**config.mk**
```make
export PLATFORM = sky130hd
export DESIGN_NAME = reg_file_2r1w
export DESIGN_NICKNAME = d
export VERILOG_FILES = /design/src/rtl/reg_file_2r1w.sv
export SDC_FILE = /design/constraint.sdc
export NUM_CORES = 1
export LEC_CHECK = 0
export CAP_MARGIN = 20
export CORE_ASPECT_RATIO = 1.5
export CORE_MARGIN = 4
export CORE_UTILIZATION = 39
export DETAILED_ROUTE_END_ITERATION = 16
export GPL_TIMING_DRIVEN = 0
export PLACE_DENSITY = 0.51
export SLEW_MARGIN = 20
export SYNTH_ARGS = -nofsm -noshare
export SYNTH_HDL_FRONTEND = slang
export SYNTH_SLANG_ARGS = --single-unit
```
**constraint.sdc**
```tcl
create_clock -name clk -period 5.59 [get_ports clk]
set_clock_uncertainty 0.1 [all_clocks]
set_input_delay 1.3975 -clock clk [delete_from_list [all_inputs] [get_ports clk]]
set_output_delay 1.3975 -clock clk [all_outputs]
set_load 0.01 [all_outputs]
```
**src/rtl/reg_file_2r1w.sv**
```systemverilog
// rtl/reg_file_2r1w.sv - 2-read/1-write integer register file with post-reset clear engine
module reg_file_2r1w #(
    parameter int XLEN   = 32,
    parameter int NREGS  = 32,
    parameter int AW     = 5,
    parameter int BYPASS = 1
) (
    input  logic            clk,
    input  logic            reset,
    input  logic [AW-1:0]   A1,
    input  logic [AW-1:0]   A2,
    output logic [XLEN-1:0] RD1,
    output logic [XLEN-1:0] RD2,
    input  logic            WE3,
    input  logic [AW-1:0]   A3,
    input  logic [XLEN-1:0] WD3,
    output logic            init_busy
);

    localparam logic       ST_INIT  = 1'b0;
    localparam logic       ST_READY = 1'b1;
    localparam logic [AW-1:0] PTR_FIRST = AW'(1);
    localparam logic [AW-1:0] PTR_LAST  = AW'(NREGS - 1);

    logic            state_q, state_d;
    logic [AW-1:0]   ptr_q, ptr_d;
    logic            init_busy_q, init_busy_d;

    logic            mem_we;
    logic [AW-1:0]   mem_waddr;
    logic [XLEN-1:0] mem_wdata;

    // Entry 0 is never written; reads of x0 are forced to zero below.
    logic [XLEN-1:0] mem_q [NREGS];

    always_comb begin
        state_d     = state_q;
        ptr_d       = ptr_q;
        init_busy_d = init_busy_q;
        mem_we      = 1'b0;
        mem_waddr   = A3;
        mem_wdata   = WD3;
        if (reset) begin
            state_d     = ST_INIT;
            ptr_d       = PTR_FIRST;
            init_busy_d = 1'b1;
        end else if (state_q == ST_INIT) begin
            mem_we    = 1'b1;
            mem_waddr = ptr_q;
            mem_wdata = '0;
            if (ptr_q == PTR_LAST) begin
                state_d     = ST_READY;
                init_busy_d = 1'b0;
            end else begin
                ptr_d = ptr_q + PTR_FIRST;
            end
        end else if (WE3 && (A3 != '0)) begin
            mem_we = 1'b1;
        end
    end

    always_ff @(posedge clk) begin
        state_q     <= state_d;
        ptr_q       <= ptr_d;
        init_busy_q <= init_busy_d;
    end

    always_ff @(posedge clk) begin
        if (mem_we) begin
            mem_q[mem_waddr] <= mem_wdata;
        end
    end

    function automatic logic [XLEN-1:0] read_port(input logic [AW-1:0] addr);
        logic [XLEN-1:0] data;
        if ((addr == '0) || (state_q != ST_READY)) begin
            data = '0;
        end else if ((BYPASS != 0) && WE3 && (A3 == addr)) begin
            data = WD3;
        end else begin
            data = mem_q[addr];
        end
        return data;
    endfunction

    always_comb begin
        RD1 = read_port(A1);
        RD2 = read_port(A2);
    end

    assign init_busy = init_busy_q;

endmodule
```
==> results of run 1 <==
what timing repair did:
action / CTS / global route
gates resized for setup: 479 / 70
hold buffers: 0 / 0
pin swaps: 17 / 9
gates cloned: 1 / 0
endpoints found under the setup margin: 64 / 57
buffers inserted: 12 / 4
hold endpoints to repair: 0 / 0
cells in the mapped netlist, types with 2 or more instances:
master / n / area share
a2111oi_1: 4 / 0.00082
a2111oi_2: 25 / 0.0077
a211oi_1: 6 / 0.00093
a21oi_1: 95 / 0.0098
a221o_1: 31 / 0.0064
a221oi_1: 63 / 0.011
a22o_1: 62 / 0.011
a22oi_1: 66 / 0.010
buf_1: 12 / 0.00093
buf_2: 102 / 0.011
buf_4: 23 / 0.0036
buf_6: 12 / 0.0028
clkbuf_1: 77 / 0.0060
dfxtp_1: 7 / 0.0029
edfxtp_1: 1024 / 0.63
ha_1: 2 / 0.00052
inv_1: 4 / 0.00031
mux2_2: 2 / 0.00046
mux2i_1: 255 / 0.053
mux4_2: 386 / 0.18
nand2_1: 54 / 0.0042
nand2b_1: 4 / 0.00052
nand3_1: 39 / 0.0040
nand3b_1: 4 / 0.00062
nor2_1: 74 / 0.0057
nor2b_1: 68 / 0.0088
nor3_1: 4 / 0.00041
o21ai_0: 35 / 0.0036
o221ai_1: 32 / 0.0058
o22ai_1: 31 / 0.0040
o311ai_0: 30 / 0.0054
o31ai_1: 3 / 0.00046
or3b_2: 2 / 0.00036
xnor2_1: 6 / 0.0011
xor2_1: 7 / 0.0013
worst paths after layout:
check,from,cells past startpoint,end
min reg2reg,init_busy,1,init_busy
min,init_busy,1,init_busy
max,A2[0],8,RD2[7]
max reg2reg,state_q,9,mem_q[31][11]
power groups by stage:
stage / Clock (mW) / Sequential [mW] / Combinational [mW]
4_1_cts: 6.96 / 8.63 / 1.83
3_5_place_dp: 0 / 8.80 / 1.70
2_1_floorplan: 0 / 8.79 / 0.924
6_report: 6.92 / 8.63 / 1.87
5_1_grt: 7.27 / 8.63 / 1.92
3_3_place_gp: 0 / 8.81 / 1.59
worst reg2reg max path: cells and delay by family (launching register included):
family | cells | cell delay (ns)
flops | 1 | 0.33
buf+inv | 4 | 1.35
compound gates | 1 | 0.14
simple gates | 4 | 1.78
cells in the final DEF (no fill, tap or decap), types with 21 or more instances in the layout:
master	n
a22oi_2	29
buf_8	21
o221ai_1	28
nor2_1	39
clkbuf_1	24
a22o_1	57
clkinv_2	22
nand3_1	39
mux2i_1	254
o21ai_0	35
a21oi_1	60
a21oi_2	35
clkbuf_16	104
o22ai_1	31
clkbuf_4	26
edfxtp_1	1024
clkinv_1	22
nor2b_1	35
mux4_2	386
nor2_4	36
a2111oi_2	23
clkbuf_2	24
a221oi_1	29
buf_4	71
nand2_1	54
buf_12	54
a221o_1	30
a22oi_1	37
clkdlybuf4s50_1	90
buf_16	28
buf_6	68
a221oi_2	32
metrics by stage:
stage          worst slack [ns]    util  cell area [um2]  std cells  hold WS (ns)
2_1_floorplan            0.9674       -            48550       2667        0.3839
3_3_place_gp             -2.278  0.4177            51610       4373        0.3368
3_5_place_dp             -1.755  0.4354            53790       4459        0.3606
4_1_cts                -0.04902  0.4751            58700       4656        0.3747
5_1_grt               -0.001911  0.4772            58960       4660        0.3995
6_report               -0.01435  0.4772            58960       4662        0.3664
sequential cells by signal (all words and copies together), names as in the netlist:
signal     cells
mem_q       1024
ptr_q          5
init_busy      1
state_q        1
cells by family (layout without fill, tap and decap cells):
family | after synthesis | after routing | share of synthesized area
adders and majority gates | 2 | 2 | 0.0005154
xor gates and xnor gates | 13 | 13 | 0.002345
DFF | 1031 | 1031 | 0.6363
muxes | 643 | 643 | 0.2321
other | 0 | 2 | 0
AOI/OAI and AO/OA | 489 | 489 | 0.07861
and+or+nand+nor | 259 | 260 | 0.02611
buffers and inverters | 230 | 622 | 0.02405
metal layers:
metal | share of wire | vias up | wire (um)
met5 | 0.00018 | - | 37
met4 | 0.064 | 6 | 12820
met3 | 0.090 | 539 | 17990
met2 | 0.50 | 2012 | 99950
met1 | 0.35 | 16910 | 69900
li1 | - | 12130 | -
layout make-up:
type | count | share of cell area
sequential | 1031 | 0.5239
multi-input combinational | 1407 | 0.2996
timing repair buffer | 208 | 0.05046
clock buffer | 119 | 0.04543
buffer | 224 | 0.03656
tap | 1600 | 0.03395
clock inverter | 67 | 0.009697
inverter | 4 | 0.0003820
antenna | 2 | 0.00008488
==> flow_summary.ini, run 1 <==
[timing]
final_max_slew_viol_count = 0
setup_viol = 1
setup_ws_ns = -0.01435
worst_pin_slew_ns = 1.171
hold_viol = 0
fin_setup_tns_ns = -0.01435
min_period_ns = 5.604
period_share = 1.003
max_freq_ghz = 0.1784
relSlewSlack = 0.2193

[critical_path]
critical_path_buf_inv_count = 5
worst_ep_required_time_ns = 4.09
worstSetupEndpointType = primary output
crit_path_cell_trace = buf_4, buf_4, buf_6, clkbuf_4, nor2_1, o311ai_0, a221o_1, clkdlybuf4s50_1
r2r_slack_ns = 1.61
critical-path-slowest-cell = clkdlybuf4s50_1
cp.arrival_ns = 4.11
crit_path_frequent_cell = buf_4
crit_family = buffers and inverters
worstPathMaxFanout = 10
startpoint_type = input pin
path_class = in2out
slowest_delay_ns = 0.60

[synthesis]
avgSynthCellArea_um2 = 18.20
ys_seq_elements = 1031
synth-main-ff-cell = edfxtp_1
netlist_instances = 2667
ys_warn_count = 0
synth_edf_count = 1024
yosysSeqAreaShare = 0.6363
synth-async-reset-ratio = 0
syn-cell-area_mm2 = 0.04855
synth_cell_types = 51
syn_nets = 2719

[run_status]
violations = setup timing
status = complete, but fails checks

[layout]
nFillCells = 10220
seqCellArea_mm2 = 0.03089
nets = 3030
multiInputGateArea_mm2 = 0.01766
area_growth_pct = 21.46
drive_above_1_share = 0.3533

[clock_network]
clk_latency_ns = 0.71
numCtsBuffers = 102
numClockSinks = 1031
clkTransAtPathRegs_ns = 0.06
cts_tree = built
clock_path_buffers = 3
cts_max_level = 3
cts_root_buf = clkbuf_16

[floorplan]
chipHeight_um = 440.1
die_x_um = 296.1
io_pins = 115
start_util = 0.3929
row_count = 158
core_mm2 = 0.1236
dieArea_mm2 = 0.1303

[grt]
grt_pass1_vias = 32700
antenna_found_initial = 4
groute.layer.met1.usage = 0.3635
grt_max_degree = 33
track_usage = 0.3058
globalRouteOverflowTotal = 0
top_usage_layer = met2
grt_use_met3 = 0.06326
grt_pass1_wl_um = 271100
use_met2 = 0.5175

[power_and_ir_drop]
clkPwrFrac = 0.397
pwr-share-seq = 0.495
cellPowerDensity_mw_per_mm2 = 295.5
p_leak_nw = 19.23
p_switching_mw = 4.346
finalPower_mw = 17.43
comb_power_share = 0.108
ir_worst_vdd_uv = 246.7
netSwitchingFraction = 0.2494
p_int_mw = 13.08

[placement]
portBuffers = 106
dp_hpwl_um = 143700
gp_congestion = 0.8882

[drt]
ant_nets = 0
firstDrtPassIters = 7
post_drt_wl_per_cell_um = 43.05
viasPerCell = 6.776
routed_wl_um = 200700
vias = 31590
post-route-drc-count = 0
drt_iter0_drc = 3828

[hold_path]
hold_class = reg2reg

[run]
cap_violations = 0
(Power assumes the default switching activity.)
==> inputs of run 2 (changes only) <==
- PLACE_DENSITY: 0.51 -> 0.53
- clock period: 5.59 -> 4.5 ns (I/O delays scaled with it)
==> flow_summary.ini, run 2 (synthesis results as in run 1) <==
[floorplan]
dieArea_mm2 = 0.1303
core_mm2 = 0.1236
die_x_um = 296.1
start_util = 0.3929
chipHeight_um = 440.1
io_pins = 115
row_count = 158

[clock_network]
clock_path_buffers = 3
cts_tree = built
cts_root_buf = clkbuf_16
cts.hold.buffers_added = 0
cts_max_level = 3
clkTransAtPathRegs_ns = 0.07
clk_latency_ns = 0.70
numClockSinks = 1031
numCtsBuffers = 97

[timing]
worst_pin_slew_ns = 1.151
hold_viol = 0
hold_ws_ns = 0.3744
period_share = 1.037
rsz0062_at_grt = yes
min_period_ns = 4.665
setup_viol = 19
fin_setup_tns_ns = -0.8780
setup_ws_ns = -0.1647
relSlewSlack = 0.2328
final_max_slew_viol_count = 0
max_freq_ghz = 0.2144

[critical_path]
startpoint_type = input pin
slowest_delay_ns = 0.49
cp.arrival_ns = 3.44
worstPathMaxFanout = 10
worst_ep_required_time_ns = 3.27
path_class = in2out
critical-path-slowest-cell = clkdlybuf4s50_1
reg2reg_depth = 9
worstSetupEndpointType = primary output
crit_path_cell_trace = buf_4, bufbuf_16, nor2_4, buf_8, a221oi_2, o21ai_0, a21oi_2, a221o_1, clkdlybuf4s50_1

[layout]
nets = 3162
top_register = mem_q
largest_register_ffs = 1024
reg.largest.list = mem_q (1024), ptr_q (5)
final_common_cell = edfxtp_1
nFillCells = 9813
area_growth_pct = 29.60
final_cell_area_mm2 = 0.06292
fin_util = 0.5092
layout_common_cells = edfxtp_1, mux4_2, mux2i_1
drive_above_1_share = 0.4413

[drt]
viasPerCell = 6.769
firstDrtPassIters = 5
routed_wl_um = 204500
vias = 32400
ant_nets = 0
post-route-drc-count = 0
drt_iter0_drc = 3991
post_drt_wl_per_cell_um = 42.72

[power_and_ir_drop]
p_int_mw = 16.26
netSwitchingFraction = 0.2501
pwr-share-seq = 0.495
clkPwrFrac = 0.376
p_leak_nw = 20.99
cellPowerDensity_mw_per_mm2 = 344.5
comb_power_share = 0.130
p_switching_mw = 5.422
ir_worst_vdd_uv = 276.4

[run_status]
violations = setup timing
status = complete, but fails checks

[grt]
track_usage = 0.3107
grt_pass1_wl_um = 274800
globalRouteOverflowTotal = 0
antenna_found_initial = 2
grt_max_degree = 33
grt_pass1_vias = 33180

[hold_path]
hold_depth = 1
hold_class = reg2reg

[placement]
gp_congestion = 0.9403
postPlaceCellArea_mm2 = 0.05379
portBuffers = 106
dp_hpwl_um = 142100

[run]
cap_violations = 0
-- run 2: cell types whose count changed in the layout (fill, tap and decap cells not counted), moves of 20 or more --
| cell | before | now |
|---|---|---|
| a2111oi_4 | 5 | 25 |
| a21oi_1 | 60 | 24 |
| a21oi_2 | 35 | 67 |
| a221oi_1 | 29 | 3 |
| a22o_1 | 57 | 33 |
| a22o_4 | 0 | 25 |
| buf_12 | 54 | 117 |
| buf_16 | 28 | 61 |
| buf_4 | 71 | 104 |
| buf_8 | 21 | 47 |
| clkdlybuf4s50_1 | 90 | 35 |
-- run 2: what timing repair did --
| action | 4_1_cts | 5_1_grt |
|---|---|---|
| setup buffers | 91 | 54 |
| resized for setup | 1125 | 170 |
| setup endpoints to repair | 64 | 56 |
| pin swaps | 116 | 93 |
| cloned | 16 | 0 |
-- run 2: final cells by class --
cell class | instances | area, um2 | area share
Antenna cell | 1 | 2.502 | 0.00003977
Buffer | 219 | 3279 | 0.05212
Clock buffer | 114 | 2534 | 0.04027
Clock inverter | 61 | 481.7 | 0.007656
Inverter | 4 | 22.52 | 0.0003579
Multi-Input combinational cell | 1407 | 19070 | 0.3032
Sequential cell | 1031 | 30890 | 0.4909
Tap cell | 1600 | 2002 | 0.03182
Timing Repair Buffer | 350 | 4634 | 0.07366
-- run 2: through the flow --
stage,std cells,setup slack [ns],power (mW)
5_1_grt,4786,-0.1568,22.20
2_1_floorplan,2667,0.2907,12.06
3_3_place_gp,4373,-2.856,12.90
4_1_cts,4742,-0.1355,21.56
6_report,4787,-0.1647,21.68
3_5_place_dp,4462,-2.454,13.02
-- run 2: worst paths after layout --
path / slack, ns / to / start
min reg2reg: 0.37 / init_busy / init_busy
max: -0.16 / RD2[12] / A2[2]
max reg2reg: 0.48 / mem_q[23][10] / state_q
min: 0.37 / init_busy / init_busy
-- run 2: layer usage --
metal,global-route usage,vias to the layer above,part of all wire
li1,-,12400,-
met1,0.3543,17240,0.33
met2,0.5288,2165,0.50
met3,0.06759,598,0.092
met4,0.1988,0,0.076
met5,0,-,0
-- run 2: power by group through the flow --
stage | sequential, mW | clock (mW) | combinational [mW]
2_1_floorplan | 10.9 | 0 | 1.15
3_3_place_gp | 10.9 | 0 | 1.96
3_5_place_dp | 10.9 | 0 | 2.10
4_1_cts | 10.7 | 8.19 | 2.65
5_1_grt | 10.7 | 8.62 | 2.86
6_report | 10.7 | 8.15 | 2.81
-- run 2: worst max-delay path, delay by kind of cell --
kind	cells	cell delay, ns
buffers and inverters	4	1.21
AND/OR/NAND/NOR	1	0.25
AO/OA/AOI/OAI	4	0.79
